==> src/rtl/dmi_jtag_dtm_if.sv <==
// dmi_jtag_dtm_if: DMI request bus between the JTAG DTM (debugger) and the Debug Module (dm)
interface DBG_IF #(parameter int ABITS = 7);
  logic             dm_access_valid;
  logic             dm_read;
  logic             dm_write;
  logic [ABITS-1:0] dm_addr;
  logic [31:0]      dm_wdata;
  logic [31:0]      dm_rdata;
  modport debugger (output dm_access_valid, dm_read, dm_write, dm_addr, dm_wdata, input dm_rdata);
  modport dm       (input dm_access_valid, dm_read, dm_write, dm_addr, dm_wdata, output dm_rdata);
endinterface

==> src/rtl/dmi_jtag_dtm.sv <==
// dmi_jtag_dtm: oversampled JTAG TAP with RISC-V DTM registers driving single-cycle DMI strobes; define DTM_IDCODE_EN to add the IDCODE register
module dmi_jtag_dtm #(
  parameter int          ABITS  = 7,
  parameter logic [31:0] IDCODE = 32'h1000_0001
) (
  input  logic iClk,
  input  logic iRst_n,
  input  logic iTck,
  input  logic iTms,
  input  logic iTdi,
  output logic oTdo,
  output logic oTdoEn,
  DBG_IF.debugger dmi
);
  localparam int DW = ABITS + 34;
`ifdef DTM_IDCODE_EN
  localparam bit ID_EN = 1'b1;
`else
  localparam bit ID_EN = 1'b0;
`endif
  typedef enum logic [3:0] {
    S_TLR, S_RTI, S_SEL_DR, S_CAP_DR, S_SH_DR, S_EX1_DR, S_PAUSE_DR, S_EX2_DR, S_UPD_DR,
    S_SEL_IR, S_CAP_IR, S_SH_IR, S_EX1_IR, S_PAUSE_IR, S_EX2_IR, S_UPD_IR
  } state_t;
  logic [2:0]       r_tck_s;
  logic [1:0]       r_tms_s, r_tdi_s;
  state_t           r_state, w_next;
  logic [4:0]       r_ir, r_ir_sh;
  logic [DW-1:0]    r_dr, w_cap, w_dr_sh;
  logic [1:0]       r_stat;
  logic             r_req, r_rd, r_wr;
  logic [ABITS-1:0] r_addr, r_last_addr;
  logic [31:0]      r_wdata, r_last_rdata;
  logic             w_tck_rise, w_tck_fall, w_tms, w_tdi;
  logic             w_sel_dmi, w_sel_dtmcs, w_sel_id, w_cap_dr, w_upd_dr;
  logic [1:0]       w_op;
  assign w_tck_rise  = r_tck_s[1] & ~r_tck_s[2];
  assign w_tck_fall  = ~r_tck_s[1] & r_tck_s[2];
  assign w_tms       = r_tms_s[1];
  assign w_tdi       = r_tdi_s[1];
  assign w_sel_dmi   = r_ir == 5'h11;
  assign w_sel_dtmcs = r_ir == 5'h10;
  assign w_sel_id    = ID_EN && r_ir == 5'h01;
  assign w_cap_dr    = w_tck_rise && r_state == S_CAP_DR;
  assign w_upd_dr    = w_tck_rise && r_state == S_UPD_DR;
  assign w_op        = r_dr[1:0];
  assign w_cap = w_sel_dmi   ? {r_last_addr, r_last_rdata, r_stat} :
                 w_sel_dtmcs ? {{(DW-15){1'b0}}, 3'd1, r_stat, 6'(ABITS), 4'd1} :
                 w_sel_id    ? {{(DW-32){1'b0}}, IDCODE[31:1], 1'b1} : '0;
  assign w_dr_sh = w_sel_dmi                ? {w_tdi, r_dr[DW-1:1]} :
                   (w_sel_dtmcs | w_sel_id) ? {{(DW-32){1'b0}}, w_tdi, r_dr[31:1]} :
                                              {{(DW-1){1'b0}}, w_tdi};
  assign oTdoEn              = r_state == S_SH_DR || r_state == S_SH_IR;
  assign dmi.dm_access_valid = r_req;
  assign dmi.dm_read         = r_req & r_rd;
  assign dmi.dm_write        = r_req & r_wr;
  assign dmi.dm_addr         = r_addr;
  assign dmi.dm_wdata        = r_wdata;
  // two-flop synchronisers, plus a third TCK flop for edge detection
  always_ff @(posedge iClk or negedge iRst_n)
    if (!iRst_n) begin
      r_tck_s <= '0;
      r_tms_s <= '0;
      r_tdi_s <= '0;
    end else begin
      r_tck_s <= {r_tck_s[1:0], iTck};
      r_tms_s <= {r_tms_s[0], iTms};
      r_tdi_s <= {r_tdi_s[0], iTdi};
    end
  // TAP state register
  always_ff @(posedge iClk or negedge iRst_n)
    if (!iRst_n) r_state <= S_TLR;
    else         r_state <= w_next;
  // IEEE 1149.1 next-state, evaluated only on a TCK rising edge
  always_comb begin
    w_next = r_state;
    if (w_tck_rise)
      case (r_state)
        S_TLR:      w_next = w_tms ? S_TLR      : S_RTI;
        S_RTI:      w_next = w_tms ? S_SEL_DR   : S_RTI;
        S_SEL_DR:   w_next = w_tms ? S_SEL_IR   : S_CAP_DR;
        S_CAP_DR:   w_next = w_tms ? S_EX1_DR   : S_SH_DR;
        S_SH_DR:    w_next = w_tms ? S_EX1_DR   : S_SH_DR;
        S_EX1_DR:   w_next = w_tms ? S_UPD_DR   : S_PAUSE_DR;
        S_PAUSE_DR: w_next = w_tms ? S_EX2_DR   : S_PAUSE_DR;
        S_EX2_DR:   w_next = w_tms ? S_UPD_DR   : S_SH_DR;
        S_UPD_DR:   w_next = w_tms ? S_SEL_DR   : S_RTI;
        S_SEL_IR:   w_next = w_tms ? S_TLR      : S_CAP_IR;
        S_CAP_IR:   w_next = w_tms ? S_EX1_IR   : S_SH_IR;
        S_SH_IR:    w_next = w_tms ? S_EX1_IR   : S_SH_IR;
        S_EX1_IR:   w_next = w_tms ? S_UPD_IR   : S_PAUSE_IR;
        S_PAUSE_IR: w_next = w_tms ? S_EX2_IR   : S_PAUSE_IR;
        S_EX2_IR:   w_next = w_tms ? S_UPD_IR   : S_SH_IR;
        default:    w_next = w_tms ? S_SEL_DR   : S_RTI;
      endcase
  end
  // instruction register: capture, shift LSB-first, update; TLR restores 0x01
  always_ff @(posedge iClk or negedge iRst_n)
    if (!iRst_n) begin
      r_ir    <= 5'h01;
      r_ir_sh <= 5'h01;
    end else if (w_tck_rise) begin
      if (r_state == S_TLR)    r_ir    <= 5'h01;
      if (r_state == S_CAP_IR) r_ir_sh <= 5'h01;
      if (r_state == S_SH_IR)  r_ir_sh <= {w_tdi, r_ir_sh[4:1]};
      if (r_state == S_UPD_IR) r_ir    <= r_ir_sh;
    end
  // data shift register sized by the selected DR, TDI entering at its MSB
  always_ff @(posedge iClk or negedge iRst_n)
    if (!iRst_n)                                r_dr <= '0;
    else if (w_cap_dr)                          r_dr <= w_cap;
    else if (w_tck_rise && r_state == S_SH_DR)  r_dr <= w_dr_sh;
  // TDO presents the current LSB on the falling TCK edge
  always_ff @(posedge iClk or negedge iRst_n)
    if (!iRst_n) oTdo <= 1'b0;
    else if (w_tck_fall && r_state == S_SH_DR) oTdo <= r_dr[0];
    else if (w_tck_fall && r_state == S_SH_IR) oTdo <= r_ir_sh[0];
  // DMI request issue, sticky status and last-access tracking
  always_ff @(posedge iClk or negedge iRst_n)
    if (!iRst_n) begin
      r_stat       <= '0;
      r_req        <= 1'b0;
      r_rd         <= 1'b0;
      r_wr         <= 1'b0;
      r_addr       <= '0;
      r_wdata      <= '0;
      r_last_addr  <= '0;
      r_last_rdata <= '0;
    end else begin
      r_req <= 1'b0;
      if (r_req) begin
        r_last_addr <= r_addr;
        if (r_rd) r_last_rdata <= dmi.dm_rdata;
      end
      if (w_cap_dr && w_sel_dmi && r_req) r_stat <= 2'd3;
      if (w_upd_dr && w_sel_dtmcs && (r_dr[16] || r_dr[17])) r_stat <= 2'd0;
      if (w_upd_dr && w_sel_dmi && r_stat == 2'd0) begin
        if (w_op == 2'd3) r_stat <= 2'd2;
        else if (w_op != 2'd0) begin
          r_req   <= 1'b1;
          r_rd    <= w_op == 2'd1;
          r_wr    <= w_op == 2'd2;
          r_addr  <= r_dr[DW-1 -: ABITS];
          r_wdata <= r_dr[33:2];
        end
      end
    end
endmodule

==> src/flat_wrapper.sv <==
// flat-port wrapper written by rule: the top's interface ports become plain ports
module dmi_jtag_dtm_flat 
#(
  parameter int          ABITS  = 7,
  parameter logic [31:0] IDCODE = 32'h1000_0001
)
  (iClk, iRst_n, iTck, iTms, iTdi, oTdo, oTdoEn, dmi_dm_access_valid, dmi_dm_read, dmi_dm_write, dmi_dm_addr, dmi_dm_wdata, dmi_dm_rdata);
  DBG_IF #(.ABITS(ABITS)) dmi_i ();
  input  logic iClk;
  input  logic iRst_n;
  input  logic iTck;
  input  logic iTms;
  input  logic iTdi;
  output logic oTdo;
  output logic oTdoEn;
  output wire logic [$bits(dmi_i.dm_access_valid)-1:0] dmi_dm_access_valid;
  output wire logic [$bits(dmi_i.dm_read)-1:0] dmi_dm_read;
  output wire logic [$bits(dmi_i.dm_write)-1:0] dmi_dm_write;
  output wire logic [$bits(dmi_i.dm_addr)-1:0] dmi_dm_addr;
  output wire logic [$bits(dmi_i.dm_wdata)-1:0] dmi_dm_wdata;
  input wire logic [$bits(dmi_i.dm_rdata)-1:0] dmi_dm_rdata;
  assign dmi_dm_access_valid = dmi_i.dm_access_valid;
  assign dmi_dm_read = dmi_i.dm_read;
  assign dmi_dm_write = dmi_i.dm_write;
  assign dmi_dm_addr = dmi_i.dm_addr;
  assign dmi_dm_wdata = dmi_i.dm_wdata;
  assign dmi_i.dm_rdata = dmi_dm_rdata;
  dmi_jtag_dtm #(.ABITS(ABITS), .IDCODE(IDCODE)) u_core (.iClk(iClk), .iRst_n(iRst_n), .iTck(iTck), .iTms(iTms), .iTdi(iTdi), .oTdo(oTdo), .oTdoEn(oTdoEn), .dmi(dmi_i));
endmodule
==> config.mk <==
export PLATFORM = sky130hd
export DESIGN_NAME = dmi_jtag_dtm_flat
export DESIGN_NICKNAME = d
export VERILOG_FILES = /design/src/rtl/dmi_jtag_dtm_if.sv /design/src/rtl/dmi_jtag_dtm.sv /design/src/flat_wrapper.sv
export SDC_FILE = /design/constraint.sdc
export NUM_CORES = 1
export LEC_CHECK = 0
export CELL_PAD_IN_SITES_DETAIL_PLACEMENT = 0
export CELL_PAD_IN_SITES_GLOBAL_PLACEMENT = 2
export CORE_MARGIN = 2
export CORE_UTILIZATION = 35
export DETAILED_ROUTE_END_ITERATION = 8
export PLACE_DENSITY_LB_ADDON = 0.1
export SLEW_MARGIN = 25
export SYNTH_ARGS = -nofsm -noshare
export SYNTH_HDL_FRONTEND = slang
export SYNTH_SLANG_ARGS = --single-unit
export TNS_END_PERCENT = 30
==> constraint.sdc <==
create_clock -name iClk -period 5 [get_ports iClk]
set_input_delay 1 -clock iClk [delete_from_list [all_inputs] [get_ports iClk]]
set_output_delay 1 -clock iClk [all_outputs]
set_load 0.01 [all_outputs]
==> key figures, run 1 <==
Timing
  – Setup_tns: 0 ns
  – Min setup slack post-route: approximately 1.7 ns
  – RSZ-0062 raised after global routing: no
  – Fmax: 299.6 MHz
  – Final Hold Fails: 0
  – Max Clock Skew: 0.01040 ns
  – Fin crit share: 0.6675
  – Hold WS: 0.3497 ns
  – Final setup fails: 0
  – Max-slew headroom: 0.4035
  – Actual slew at the worst max-slew pin: just under 0.9 ns
  – Pins over their slew limit: 0
  – Min Tclk post-route: between 3 and 4 ns

Yosys
  – Synth Net Count: ~560
  – Post-synth top area share: 0.5476
  – Largest area contributor in the netlist: dfrtp_1
  – Gate Count Post-Synth: 522
  – Largest cells by area after synthesis: dfrtp_1 (55%), mux2_4 (9.1%), mux2_2 (7.2%), mux2i_1 (5.2%), nand2_1 (3.1%)
  – Mean Syn Cell Area: around 13 um2
  – Top_reg_cell synth: dfrtp_1
  – Synthesized cell area: ~6600 um2
  – Most frequent cell after synthesis: dfrtp_1
  – Distinct cells, synth: 51
  – Top cells by count, synth: dfrtp_1 (144), nand2_1 (54), mux2_2 (42)
  – Seq/Total Area, Yosys: 0.5556
  – Asr flop ratio synth: 1.000
  – EDFF count, synth: 0
  – Flops & latches, synth: around 150
  – Synth warn: 0

Critical path
  – Worst path buffer plus inverter count: 1
  – Critical setup path kind: register to output port
  – Worst path cell trace: nor4b_1 > a21o_1 > clkdlybuf4s50_1
  – Worst Path Required: about 4 ns
  – Max incr delay on CP: roughly 0.6 ns
  – Setup crit end kind: output port
  – Slowest CP cell: nor4b_1
  – Crit path DAT: about 2.3 ns
  – CP Launch Type: register
  – Worst-path fanout max: 20
  – CP delay by family, top: simple AND/OR/NAND/NOR gates

Clock network
  – Clk slew on worst S/H paths: 0.06 ns
  – TritonCTS Sinks: 146
  – H-tree levels: 4
  – Root Driver: clkbuf_16
  – Setup bufs post-CTS: 0
  – Max Root-Sink Buffers: 2
  – Resized cells post-CTS: 0
  – CTS tree: done
  – Inserted Clock Buffers: 17
  – Skew-Pair Late Insertion Delay: roughly 0.42 ns
  – CTS Hold Bufs: 0

Cells and area
  – Fill count: ~1700
  – N_diodes: 0
  – Final instance area: just over 8000 um2
  – Fin nets: 635
  – Area growth, synth to finish: 23.62%
  – Share of cells above drive strength 1: 0.2241
  – Non-Filler Instances: approximately 840
  – Post-layout util: 0.4378

Global route
  – Vias in the first global route: approximately 4300
  – GRT Overall Usage: 0.1557
  – Largest net degree at the start of global routing: 82
  – First-pass GRT wire length: about 24000 um
  – Gr ovfl total: 0
  – Initial antenna violation count: 0

Drt
  – DRT iter0 DRCs: 185
  – Routed len/inst: around 18 um
  – DRC viols: 0
  – Vias per cell: 4.927
  – Antenna-violating nets left: 0
  – Vias: just over 4000
  – DR pass1 iterations: 4
  – WL final: ~15000 um

Floorplan
  – Die ar.: 19910 um2
  – Initial core utilization: 0.3541
  – Die X: 141.1 um
  – Core Box Area: 18580 um2
  – I/O pin count: between 80 and 90
  – Row count: 50
  – Die height: 141.1 um

Pwr
  – Pwr Total: 3.017 mW
  – Leak Pwr: ~3.6 nW
  – Power Density: approximately 370 nW/um2
  – Peak supply drop: about 0.00023 V

Place
  – Global placer's final weighted congestion: roughly 0.74
  – Placed instance area: roughly 7500 um2
  – Pre-CTS WS: 2.099 ns
  – Post-DP HPWL: between 9000 and 10000 um
  – IO buf count: 80
  – # placed instances: 810

Run status
  – Status: finished, final reports clean

Job
  – Maxcap violations: 0

Worst hold path
  – Min-Delay Path Class: register to register
-- placed cells by master, fill, tap and decap left out, types with 4 or more instances in the layout --
master             n
nand2_1           54
o21ai_1           10
a21oi_1            8
mux2i_1           34
nor2b_1            5
nand3_1            5
buf_4              6
clkdlybuf4s50_1   79
inv_1             10
mux2_4            40
dfrtp_1          144
o21ai_0           35
o31ai_2            5
mux2_2            42
nor3_1             8
nor2_1            15
clkbuf_16         17
and2_1            24
nand4_1            4
clkinv_2           6
-- per-layer routing --
layer / vias up / part of all wire / global-route usage
li1: 1980 / - / -
met1: 2079 / 0.49 / 0.2225
met2: 71 / 0.46 / 0.2351
met3: 14 / 0.035 / 0.03329
met4: 0 / 0.015 / 0.05421
met5: - / 0 / 0
-- cells by family (layout without fill, tap and decap cells) --
family,Yosys count,after routing,share of synthesized area
flip-flops,146,146,0.5556
AND/OR/NAND/NOR,130,130,0.1048
multiplexers,116,116,0.2149
AO/OA/AOI/OAI,84,84,0.08272
buffers and inverters,43,128,0.03632
adder cells (fa/ha/maj),3,3,0.005705
-- where the power goes --
group	switching (mW)	total (mW)	internal (mW)	leakage, nW
sequential	0.101	1.34	1.24	1.93
clock	0.491	1.31	0.816	0.297
combinational	0.204	0.372	0.167	1.33
total	0.796	3.02	2.22	3.56
-- area by class of cell --
class                           instances  area, um2  share of cell area
Clock buffer                           20      466.7             0.05738
Clock inverter                         11      135.1             0.01661
Inverter                               11      41.29            0.005076
Multi-Input combinational cell        333       2695              0.3313
Sequential cell                       146       3656              0.4495
Tap cell                              234      292.8             0.03599
Timing Repair Buffer                   86      847.1              0.1041
-- final timing paths --
kind	slack, ns	cells past startpoint	from	endpoint
setup / recovery	1.66	3	u_core.r_state[0]	oTdoEn
min in group asynchronous	0.65	1	iRst_n	u_core.r_last_rdata[5]
hold reg to reg	0.35	0	u_core.r_tms_s[0]	u_core.r_tms_s[1]
setup reg to reg	2.13	5	u_core.r_ir[0]	u_core.dmi.dm_wdata[23]
hold / removal	0.35	0	u_core.r_tms_s[0]	u_core.r_tms_s[1]
max in group asynchronous	3.32	2	iRst_n	u_core.r_ir[0]
-- flip-flops by register name, indices dropped and copies added, names as in the netlist, 2 cells and up --
register	cells
u_core.r_ir_sh	5
u_core.r_last_rdata	32
u_core.r_ir	5
u_core.dmi.dm_addr	7
u_core.r_tdi_s	2
u_core.r_tms_s	2
u_core.r_state	4
u_core.r_last_addr	7
u_core.dmi.dm_wdata	32
u_core.r_dr	41
u_core.r_stat	2
u_core.r_tck_s	3
-- worst register-to-register path, stage by stage, from the launching register on --
cell     delay, ns
dfstp_2       0.93
inv_2         0.25
nor4_4        0.41
nand4_4       0.32
buf_4         0.45
mux2_4        0.41
No activity file was read; power rests on OpenSTA's default activity.
==> run 2: changes to the inputs <==
- clock period: 5 -> 3.5 ns (I/O delays scaled with it)
==> run 2 against run 1 <==
Compared with the run above:
- sequential share of layout area decreased by 0.34 points
- register-to-register slack got worse by 1.1 ns
- clock skew is 0.0027 ns lower
- critical path depth stayed put
- combinational power grew 51%
- final area is 0.75% higher
- largest power group is now the clock network
==> key figures, run 2 (synthesis gave the netlist of run 1 again) <==
Clock network
  – Root Driver: clkbuf_16
  – Resized cells post-CTS: 0
  – H-tree levels: 4
  – Max Root-Sink Buffers: 2
  – CTS tree: done
  – Setup bufs post-CTS: 0
  – Inserted Clock Buffers: 17
  – CTS Hold Bufs: 0
  – Clk slew on worst S/H paths: around 0.060 ns
  – TritonCTS Sinks: ~150
  – Skew-Pair Late Insertion Delay: 0.41 ns

Timing
  – Pins over their slew limit: 0
  – Hold WS: between 0.2 and 0.25 ns
  – Max Clock Skew: 0.007721 ns
  – Setup_tns: 0 ns
  – Final setup fails: 0
  – Max-slew headroom: 0.6137
  – Fmax: ~340 MHz
  – Actual slew at the worst max-slew pin: between 0.5 and 0.6 ns
  – Final Hold Fails: 0
  – Fin crit share: 0.8514
  – Min setup slack post-route: approximately 0.52 ns
  – RSZ-0062 raised after global routing: no
  – Min Tclk post-route: 2.980 ns

Global route
  – First-pass GRT wire length: about 24000 um
  – Met2 usage: 0.2499
  – GRT met3 Usage: 0.03804
  – Gr ovfl total: 0
  – Grt met1 use: 0.2107
  – GRT Overall Usage: 0.1561
  – Initial antenna violation count: 0
  – Gr busiest metal: met2
  – Vias in the first global route: around 4400
  – Largest net degree at the start of global routing: approximately 100

Critical path
  – Worst path cell trace: nor4b_1 > a21o_1 > clkdlybuf4s50_1
  – Crit path DAT: around 2.3 ns
  – CP Launch Type: register
  – Max incr delay on CP: approximately 0.59 ns
  – Worst-path fanout max: 20
  – Slowest CP cell: dfrtp_1
  – Critical setup path kind: register to output port
  – Worst Path Required: about 2.8 ns
  – Setup crit end kind: output port

Place
  – IO buf count: 80
  – Global placer's final weighted congestion: between 0.7 and 0.8
  – Post-DP HPWL: between 9000 and 10000 um
  – # placed instances: between 800 and 900
  – Pre-CTS WS: ~0.96 ns

Run status
  – Status: finished, final reports clean

Drt
  – DRC viols: 0
  – Antenna-violating nets left: 0
  – Vias: ~4200
  – DR pass1 iterations: 4
  – WL final: between 10000 and 15000 um
  – Routed len/inst: between 15 and 20 um
  – Vias per cell: approximately 4.9
  – DRT iter0 DRCs: between 200 and 250

Cells and area
  – Fin nets: 637
  – Biggest register: u_core.r_dr
  – N_diodes: 0
  – Post-layout util: 0.4411
  – Commonest non-fill, non-tap cell in the layout: dfrtp_1
  – Most frequent cells in the layout: dfrtp_1 (144), clkdlybuf4s50_1 (79), nand2_1 (54)
  – Share of cells above drive strength 1: 0.2279
  – Non-Filler Instances: between 800 and 900
  – Max reg flops: ~40
  – Area growth, synth to finish: 24.55%

Pwr
  – Power Density: between 500 and 600 nW/um2
  – Peak supply drop: approximately 0.00032 V
  – Leak Pwr: 3.575 nW

Floorplan
  – Row count: 50
  – Die X: roughly 140 um
  – Core Box Area: ~19000 um2
  – Die height: between 100 and 150 um
  – Initial core utilization: 0.3541
  – Die ar.: between 15000 and 20000 um2
  – I/O pin count: 81

Job
  – Maxcap violations: 0

Worst hold path
  – Min-Delay Path Class: input pin to async pin
## run 2: path summary, 6_finish.rpt
| kind | startpoint | to | slack, ns | cells after the start |
|---|---|---|---|---|
| hold reg to reg | u_core.r_tms_s[0] | u_core.r_tms_s[1] | 0.35 | 0 |
| min in group iClk | u_core.r_tms_s[0] | u_core.r_tms_s[1] | 0.35 | 0 |
| max in group asynchronous | iRst_n | u_core.r_ir[0] | 2.37 | 2 |
| setup / recovery | u_core.r_state[0] | oTdoEn | 0.52 | 3 |
| setup reg to reg | u_core.r_state[0] | u_core.r_dr[24] | 0.99 | 5 |
| hold / removal | iRst_n | u_core.r_last_rdata[5] | 0.21 | 1 |
## run 2: through the flow
stage          instance area, um2  power, mW
3_3_place_gp                 7560      2.482
3_5_place_dp                 7560      2.489
4_1_cts                      8195      4.455
5_1_grt                      8195      4.603
6_report                     8195      4.390
2_1_floorplan                6580      2.271
## run 2: routing by layer
metal	vias to the layer above	routed length (um)	part of all wire
li1	1985	-	-
met1	2117	6967	0.48
met2	64	6971	0.48
met3	11	490	0.034
met4	0	160	0.011
met5	-	0	0
## run 2: final cells by class
class	instances	area, um2
Fill cell	1749	10390
Sequential cell	146	3656
Multi-Input combinational cell	333	2695
Timing Repair Buffer	88	874.6
Clock buffer	19	452.9
Tap cell	234	292.8
Clock inverter	13	182.7
Inverter	11	41.29
## run 2: power breakdown
group | internal, mW | leakage [nW] | switching, mW
Sequential | 1.77 | 1.93 | 0.121
Combinational | 0.245 | 1.34 | 0.317
Clock | 1.23 | 0.301 | 0.710
Total | 3.24 | 3.57 | 1.15
## run 2: worst max-delay path: cells and delay by family (launching register included)
family                 cells  cell delay [ns]
flip-flops                 1             0.59
buffers and inverters      1             0.55
AND/OR/NAND/NOR            1             0.54
AO/OA/AOI/OAI              1             0.18
